--- src/rtl/star_collector_pkg.sv ---
// Shared game_calc definitions: FSM encoding, scoring constants and default timings.
// Helper converts a same-cycle collect count into a BCD score increment.
package star_collector_pkg;

  typedef enum logic [1:0] {
    ST_PLAY     = 2'd0,
    ST_WIN_HOLD = 2'd1,
    ST_DONE     = 2'd2
  } game_state_e;

  localparam logic [15:0] PTS_PER_STAR_BCD = 16'h0100;
  localparam int          DEF_CHIME_CYCLES = 2500000;
  localparam int          DEF_WIN_CYCLES   = 100000000;

  // n * PTS_PER_STAR_BCD in BCD; a star is worth exactly one hundreds unit.
  function automatic logic [15:0] stars_to_pts(input logic [7:0] n);
    logic [7:0] tens;
    logic [7:0] ones;
    tens = n / 8'd10;
    ones = n % 8'd10;
    if (n > 8'd99) begin
      return 16'h9999;
    end
    return {tens[3:0], ones[3:0], PTS_PER_STAR_BCD[7:0]};
  endfunction

endpackage

--- src/rtl/star_collector_if.sv ---
// Star inputs, round control and score/status outputs of the star collector.
// master = game logic / bench side, slave = star_collector.
interface star_collector_if #(
  parameter int NUM_STARS = 8
);
  logic [NUM_STARS-1:0] star_en;
  logic                 round_restart;
  logic [7:0]           star_count;
  logic [15:0]          score_bcd;
  logic [NUM_STARS-1:0] collected_mask;
  logic                 chime;
  logic                 win;
  logic                 round_done;

  modport master (
    output star_en, round_restart,
    input  star_count, score_bcd, collected_mask, chime, win, round_done
  );

  modport slave (
    input  star_en, round_restart,
    output star_count, score_bcd, collected_mask, chime, win, round_done
  );
endinterface

--- src/rtl/star_collector_bcd_add4.sv ---
// 4-digit BCD adder with per-digit carry; saturates to 9999 on overflow.
// Purely combinational, no handshake.
module bcd_add4 (
  input  logic [15:0] a_i,
  input  logic [15:0] b_i,
  output logic [15:0] sum_o
);
  logic       carry;
  logic [4:0] dig;

  always_comb begin
    sum_o = '0;
    carry = 1'b0;
    dig   = '0;
    for (int i = 0; i < 4; i++) begin
      dig = {1'b0, a_i[4*i +: 4]} + {1'b0, b_i[4*i +: 4]} + {4'b0, carry};
      if (dig > 5'd9) begin
        dig   = dig + 5'd6;
        carry = 1'b1;
      end else begin
        carry = 1'b0;
      end
      sum_o[4*i +: 4] = dig[3:0];
    end
    if (carry) begin
      sum_o = 16'h9999;
    end
  end
endmodule

--- src/rtl/star_collector.sv ---
// Credits 1->0 star_en falls once per round, keeps BCD score, chime pulse and win FSM.
// Outputs registered, one cycle after the sampled fall; no backpressure (always accepts).
module star_collector
  import star_collector_pkg::*;
#(
  parameter int NUM_STARS    = 8,
  parameter int CHIME_CYCLES = DEF_CHIME_CYCLES,
  parameter int WIN_CYCLES   = DEF_WIN_CYCLES
) (
  input  logic             sys_clk,
  input  logic             RST_N,
  star_collector_if.slave  bus
);
  localparam int CW = (CHIME_CYCLES > 1) ? $clog2(CHIME_CYCLES) : 1;
  localparam int WW = (WIN_CYCLES > 1) ? $clog2(WIN_CYCLES) : 1;
  localparam logic [CW-1:0] CHIME_LOAD = CW'(CHIME_CYCLES - 1);
  localparam logic [WW-1:0] WIN_LOAD   = WW'(WIN_CYCLES - 1);

  game_state_e          state_q;
  logic [7:0]           star_count_q, star_count_d;
  logic [15:0]          score_q, score_d, pts_add;
  logic [NUM_STARS-1:0] mask_q, mask_d, prev_en_q, events;
  logic [7:0]           n_ev;
  logic [8:0]           count_sum;
  logic [CW-1:0]        chime_cnt_q;
  logic [WW-1:0]        win_cnt_q;
  logic                 chime_q, win_q, done_q, armed_q;

  // armed_q blocks crediting on the first edge after reset, which only samples star_en.
  always_comb begin
    events = '0;
    n_ev   = '0;
    if (armed_q && (state_q == ST_PLAY) && !bus.round_restart) begin
      events = prev_en_q & ~bus.star_en & ~mask_q;
    end
    for (int i = 0; i < NUM_STARS; i++) begin
      n_ev = n_ev + {7'b0, events[i]};
    end
  end

  assign pts_add      = stars_to_pts(n_ev);
  assign count_sum    = {1'b0, star_count_q} + {1'b0, n_ev};
  assign star_count_d = count_sum[8] ? 8'hFF : count_sum[7:0];
  assign mask_d       = mask_q | events;

  bcd_add4 u_bcd_add4 (
    .a_i   (score_q),
    .b_i   (pts_add),
    .sum_o (score_d)
  );

  always_ff @(posedge sys_clk or negedge RST_N) begin
    if (!RST_N) begin
      state_q      <= ST_PLAY;
      star_count_q <= '0;
      score_q      <= '0;
      mask_q       <= '0;
      prev_en_q    <= '1;
      chime_cnt_q  <= '0;
      chime_q      <= 1'b0;
      win_cnt_q    <= '0;
      win_q        <= 1'b0;
      done_q       <= 1'b0;
      armed_q      <= 1'b0;
    end else begin
      armed_q   <= 1'b1;
      prev_en_q <= bus.star_en;
      if (bus.round_restart) begin
        state_q      <= ST_PLAY;
        star_count_q <= '0;
        score_q      <= '0;
        mask_q       <= '0;
        chime_cnt_q  <= '0;
        chime_q      <= 1'b0;
        win_cnt_q    <= '0;
        win_q        <= 1'b0;
        done_q       <= 1'b0;
      end else begin
        star_count_q <= star_count_d;
        score_q      <= score_d;
        mask_q       <= mask_d;
        if (|events) begin
          chime_cnt_q <= CHIME_LOAD;
          chime_q     <= 1'b1;
        end else begin
          chime_q <= (chime_cnt_q != '0);
          if (chime_cnt_q != '0) chime_cnt_q <= chime_cnt_q - 1'b1;
        end
        case (state_q)
          ST_PLAY: begin
            if (&mask_d) begin
              state_q   <= ST_WIN_HOLD;
              win_q     <= 1'b1;
              win_cnt_q <= WIN_LOAD;
            end
          end
          ST_WIN_HOLD: begin
            if (win_cnt_q == '0) begin
              state_q <= ST_DONE;
              win_q   <= 1'b0;
              done_q  <= 1'b1;
            end else begin
              win_cnt_q <= win_cnt_q - 1'b1;
            end
          end
          ST_DONE: ;
          default: begin
            state_q <= ST_PLAY;
            win_q   <= 1'b0;
            done_q  <= 1'b0;
          end
        endcase
      end
    end
  end

  assign bus.star_count     = star_count_q;
  assign bus.score_bcd      = score_q;
  assign bus.collected_mask = mask_q;
  assign bus.chime          = chime_q;
  assign bus.win            = win_q;
  assign bus.round_done     = done_q;

endmodule

--- src/flat_wrapper.sv ---
// flat-port wrapper written by rule: the top's interface ports become plain ports
module star_collector_flat import star_collector_pkg::*;
#(
  parameter int NUM_STARS    = 8,
  parameter int CHIME_CYCLES = DEF_CHIME_CYCLES,
  parameter int WIN_CYCLES   = DEF_WIN_CYCLES
)
  (sys_clk, RST_N, bus_star_en, bus_round_restart, bus_star_count, bus_score_bcd, bus_collected_mask, bus_chime, bus_win, bus_round_done);
  star_collector_if #(.NUM_STARS(NUM_STARS)) bus_i ();
  input  logic sys_clk;
  input  logic RST_N;
  input wire logic [$bits(bus_i.star_en)-1:0] bus_star_en;
  input wire logic [$bits(bus_i.round_restart)-1:0] bus_round_restart;
  output wire logic [$bits(bus_i.star_count)-1:0] bus_star_count;
  output wire logic [$bits(bus_i.score_bcd)-1:0] bus_score_bcd;
  output wire logic [$bits(bus_i.collected_mask)-1:0] bus_collected_mask;
  output wire logic [$bits(bus_i.chime)-1:0] bus_chime;
  output wire logic [$bits(bus_i.win)-1:0] bus_win;
  output wire logic [$bits(bus_i.round_done)-1:0] bus_round_done;
  assign bus_i.star_en = bus_star_en;
  assign bus_i.round_restart = bus_round_restart;
  assign bus_star_count = bus_i.star_count;
  assign bus_score_bcd = bus_i.score_bcd;
  assign bus_collected_mask = bus_i.collected_mask;
  assign bus_chime = bus_i.chime;
  assign bus_win = bus_i.win;
  assign bus_round_done = bus_i.round_done;
  star_collector #(.NUM_STARS(NUM_STARS), .CHIME_CYCLES(CHIME_CYCLES), .WIN_CYCLES(WIN_CYCLES)) u_core (.sys_clk(sys_clk), .RST_N(RST_N), .bus(bus_i));
endmodule
--- config.mk ---
export PLATFORM = sky130hd
export DESIGN_NAME = star_collector_flat
export DESIGN_NICKNAME = d
export VERILOG_FILES = /design/src/rtl/star_collector_pkg.sv /design/src/rtl/star_collector_if.sv /design/src/rtl/star_collector_bcd_add4.sv /design/src/rtl/star_collector.sv /design/src/flat_wrapper.sv
export SDC_FILE = /design/constraint.sdc
export NUM_CORES = 1
export LEC_CHECK = 0
export ABC_CLOCK_PERIOD_IN_PS = 9500
export CORE_MARGIN = 2
export CORE_UTILIZATION = 41
export CTS_CLUSTER_SIZE = 30
export DETAILED_ROUTE_END_ITERATION = 7
export DONT_BUFFER_PORTS = 1
export GPL_ROUTABILITY_DRIVEN = 1
export SKIP_LAST_GASP = 1
export SYNTH_ARGS = -nofsm -noshare
export SYNTH_HDL_FRONTEND = slang
export SYNTH_SLANG_ARGS = --single-unit
--- constraint.sdc ---
create_clock -name sys_clk -period 9.5 [get_ports sys_clk]
set_input_delay 1.425 -clock sys_clk [delete_from_list [all_inputs] [get_ports sys_clk]]
set_output_delay 1.425 -clock sys_clk [all_outputs]
set_load 0.02 [all_outputs]
# Word level (Yosys, flattened, before mapping)
# Cells that the tools add are included.
# classes
mux	37
bitwise	5
addsub	21
magnitude_cmp	5
div	2
reduce_logical	14
n_eq_ne	7
# op_table
operator	n
$mux 27	3
$mux 22	3
$mux 16	4
$pmux 27 s2	1
$add 8x1->8	6
$mux 8	4
$logic_not 27->1	1
$sub 27x1->27 const B	1
$reduce_bool 22->1	1
$sub 22x1->22 const B	1
$add 4x4->5	4
$gt 5x4->1 const B	4
$add 4x3->4 const B	4
$and 8x8->8	2
$mux 4	4
$not 8->8	2
$add 5x1->5	3
$mux 1	12
$add 8x8->9	1
$div 8x4->8 const B	1
$gt 8x7->1 const B	1
$mod 8x4->8 const B	1
$or 8x8->8	1
$reduce_and 8->1	1
19 further kinds	25
# totals
regBits	95
input_bits	11

# Depth between registers and ports, before layout
# depth
ltp_word	28
mapped_depth	30
mapped_depth_nobuf	28

# Hierarchy
# Synthesis repeated with hierarchy kept, for this count alone.
# unflattened
cells_unflattened	615
area_unflattened_um2	5886.9
# modules_own_cells
mod	cells_per_inst	n_inst	area_per_inst_um2
star_collector	488	1	4913.5
bcd_add4	127	1	973.4

# Worst setup path after synthesis
# No wires, ideal clock.
# synth_path
path_kind	input-to-reg
from	input bus_round_restart
to	register u_core.score_q[10] (netlist: u_core.bus.score_bcd[10])
path_buffers	1
arrival_ns	7.724
setup_time_ns	0.094
path_stages	26
path_slack_ns	1.682
cell_sequence	nor4b_4 > buf_6 > and4_1 > ha_1 > inv_1 > fa_1 > inv_1 > fa_1 > fa_1 > inv_1 > fa_1 > inv_1 > nor2_1 > nor2_1 > mux2i_1 > ha_1 > o21a_1 > or3_1 > a31oi_1 > inv_1 > fa_1 > ha_1 > o22a_1 > o22ai_1 > nand2_1 > a211oi_1
# synth_between
elab_chain_cells	27
elab_cells_between_ends	34
cone_classes	add/sub: 15; div: 2; order compare: 5; mux: 10; reduce/logical: 2
# synth_rtl
element	line	text
start: declaration	flat_wrapper.sv:13	input wire logic [$bits(bus_i.round_restart)-1:0] bus_round_restart;
parallel branches: the longest is 26 deep, another holds $add 8x1->8	-	
$mux 16 (*)	star_collector.sv:68	if (bus.round_restart) begin
end signal: assignment	star_collector.sv:80	score_q <= score_d;
end: declaration	star_collector.sv:21	logic [15:0] score_q, score_d, pts_add;
# Every way passes the cells marked *.
# A chain may end at the register's enable or synchronous reset.

# Worst setup path after layout
# Same ends and word-level chain as after synthesis.

==> out/metrics.csv <==
metric,value,unit
Die Outline Area,0.01390,mm²
most frequent cells in the layout,"sky130_fd_sc_hd__dfrtp_1 (86), sky130_fd_sc_hd__nor2_1 (59), sky130_fd_sc_hd__a21oi_1 (44), sky130_fd_sc_hd__inv_1 (41), sky130_fd_sc_hd__nand2_1 (32)",
startpoint of the worst-slack reg-to-reg timing path,u_core.bus.win,
worst path buffer plus inverter count,5,
synthesized instance count,545,
TNS Setup,0,ns
sequential area share after synthesis,44.40,%
startpoint class of the critical path,input pin,
CP Data Arrival Time,8.61,ns
count of hold-fix buffers inserted at cts,0,
Crit path max-delay family,adder cells,
pins over their slew limit,0,
flip-flop and latch count after synthesis,94,
Worst Max-Slew Pin Slew,1.123,ns
Ant. Diodes,0,
"Setup Fix Bufs, Post-CTS",0,
result of the run,"complete, no violations",
final instance count without filler cells,717,
Post-Place Cell Area,0.005443,mm²
hold violation total from the final report,0,
Port Buffers,0,
max-cap violations,0,
number of H-tree branching levels,3,
depth of the critical timing path with buffers and inverters included,25,
summed instance area of the synthesized netlist,0.005320,mm²
global placer's final weighted congestion,0.7990,
routed length per instance,16.08,µm
pin count of the biggest net entering global routing,95,
worst path required time,9.76,ns
GRT overflow,0,
standard-cell rows,41,
number of clock buffers inserted by TritonCTS,9,
RR Endpoint,u_core.bus.score_bcd[10],
count of nets left with antenna violations after detail routing,0,
critical path class,in -> reg,
Initial Util,42.16,%
total power,1110,µW
Post-Place Cells,701,
"most common cell after layout, fill and taps aside",sky130_fd_sc_hd__dfrtp_1,
via count of the routed design,4034,
r2r worst-path depth,25,
wire length of the first global-routing pass,19470,µm
proportion of layout cells with a drive suffix above 1,7.523,%
CTS sink cnt,94,
Post-synth ARST share,100.0,%
sort of element at the end of the critical path,flip-flop,
reg-to-reg setup timing slack,1.56,ns
final worst path period share,87.87,%
sum of net half-perimeters after detailed placement,7891,µm
number of failing setup endpoints in the final timing report,0,
class of the tightest hold or removal check,reg -> reg,
CTS tree,yes,
Syn-to-layout area delta,8.231,%
Detailed Routing Iterations Pass 1,4,
number of nets in the finished design,582,
root buf cell,sky130_fd_sc_hd__clkbuf_16,
number of distinct library cells after synthesis,70,
largest driver fanout on the critical path,51,
post-route DRC violation count,0,
post-cts resize count,0,
Pwr Density,192.7,mW/mm²
1st-iter DRT viols,251,
setup repair after global routing missed its margin,false,
minimum clock period,8.348,ns
vias in the first global route,4114,
Mapped Avg Cell Area,9.762,µm²
Chip Width,117.9,µm
number of placed I/O pins,46,
core outline area,0.01262,mm²
"Non-Filler Cell Area, Final",0.005758,mm²
Clock Tree Buf Depth,2,
vertical die dimension,117.9,µm
Peak Freq,119.8,MHz
aggregate routed wire length,11530,µm
Post-synth EDFFs,0,
Vias/cell,5.626,
number of nets in the synthesized netlist,587,
CP max stage cell,sky130_fd_sc_hd__nor4b_4,
start point of the critical path,bus_round_restart,
end point of the critical path,u_core.bus.score_bcd[10],
delay contributed by the slowest stage of the critical path,0.67,ns
latest clock arrival within the worst-skew pair,0.35,ns
worst slew margin relative to its limit,24.99,%
worst-case clock skew,0.009064,ns
"Clk pin slew, worst setup/hold paths",0.07,ns
antenna violations before repair,0,
overall fraction of global-route tracks in use,17.28,%
leading register cell type out of synthesis,sky130_fd_sc_hd__dfrtp_1,
Peak VDD IR,0.1191,mV
final-layout worst hold slack,0.5207,ns
leakage power figure,0.002545,µW
total number of yosys warnings,0,
[kinds of logic (layout without fill, tap and decap cells)]
group | count (synthesis) | count (layout) | synth area share (%)
AOI/OAI and AO/OA | 125 | 125 | 15.92
xor gates and xnor gates | 34 | 34 | 5.597
adders and majority gates | 31 | 31 | 8.420
buffers and inverters | 58 | 58 | 4.774
DFF | 94 | 94 | 44.40
muxes | 7 | 7 | 1.388
other | 1 | 1 | 0.07049
and+or+nand+nor | 195 | 195 | 19.43
[routing by layer]
metal | vias to the layer above | GRT usage, % | share of wire [%]
met4 | 0 | 6.250 | 1.6
met1 | 1991 | 20.99 | 45
met2 | 90 | 28.92 | 48
met3 | 18 | 5.329 | 5.4
li1 | 1935 | - | -
met5 | - | 0 | 0
[how the worst min path moves through the flow]
stage / start / end / cells past startpoint
after detailed placement: u_core.win_cnt_q[20] / u_core.win_cnt_q[20] / 1
after global placement: u_core.win_cnt_q[24] / u_core.win_cnt_q[24] / 2
after floorplan: u_core.win_cnt_q[24] / u_core.win_cnt_q[24] / 2
after global routing: u_core.win_cnt_q[7] / u_core.win_cnt_q[7] / 1
after CTS: u_core.win_cnt_q[23] / u_core.win_cnt_q[23] / 1
final: u_core.win_cnt_q[7] / u_core.win_cnt_q[7] / 1
[cell usage after synthesis (5+ instances only)]
master | instances | share of area, %
sky130_fd_sc_hd__dfrtp_1 | 86 | 40
sky130_fd_sc_hd__nor2_1 | 59 | 4.2
sky130_fd_sc_hd__a21oi_1 | 44 | 4.1
sky130_fd_sc_hd__inv_1 | 41 | 2.9
sky130_fd_sc_hd__nand2_1 | 32 | 2.3
sky130_fd_sc_hd__nor3_1 | 28 | 2.6
sky130_fd_sc_hd__ha_1 | 23 | 5.4
sky130_fd_sc_hd__xnor2_1 | 21 | 3.5
sky130_fd_sc_hd__xor2_1 | 13 | 2.1
sky130_fd_sc_hd__a31oi_1 | 12 | 1.4
sky130_fd_sc_hd__o21ai_0 | 12 | 1.1
sky130_fd_sc_hd__clkbuf_1 | 10 | 0.71
sky130_fd_sc_hd__nand3_1 | 10 | 0.94
sky130_fd_sc_hd__dfstp_2 | 8 | 4.0
sky130_fd_sc_hd__fa_1 | 8 | 3.0
sky130_fd_sc_hd__nor2b_1 | 8 | 0.94
sky130_fd_sc_hd__a211oi_1 | 7 | 0.99
sky130_fd_sc_hd__a21o_1 | 7 | 0.99
sky130_fd_sc_hd__nor3b_1 | 7 | 0.99
sky130_fd_sc_hd__nor4_1 | 7 | 0.82
sky130_fd_sc_hd__a311oi_1 | 6 | 0.99
sky130_fd_sc_hd__and2_1 | 6 | 0.71
sky130_fd_sc_hd__and3_1 | 5 | 0.59
sky130_fd_sc_hd__or4_1 | 5 | 0.71
[final cells by class]
cell class / count / area, µm²
fill: 1196 / 6862
multi-input combinational: 393 / 2704
sequential: 94 / 2362
clock buffer: 10 / 229.0
tap: 172 / 215.2
inverter: 41 / 153.9
clock inverter: 6 / 86.33
timing repair buffer: 1 / 7.507
[power by group]
| part | switching, µW | internal, µW |
|---|---|---|
| Combinational | 123 | 99.1 |
| Clock | 155 | 231 |
| Sequential | 54.2 | 447 |
| Total | 332 | 777 |
[per-stage QoR]
step | util, % | worst slack [ns]
2_1_floorplan | - | 1.682
3_3_place_gp | 43.13 | 1.058
3_5_place_dp | 43.13 | 0.7994
4_1_cts | 45.63 | 1.135
5_1_grt | 45.63 | 0.5889
6_report | 45.63 | 1.152
[state kept, by name (all words and copies together) (netlist names)]
name	flops
u_core.win_cnt_q	27
u_core.chime_cnt_q	22
u_core.bus.score_bcd	16
u_core.bus.collected_mask	8
u_core.bus.star_count	8
u_core.prev_en_q	8
u_core.armed_q	1
u_core.bus.chime	1
u_core.bus.round_done	1
u_core.bus.win	1
u_core.state_q	1
Power figures use the tool's default switching activity.
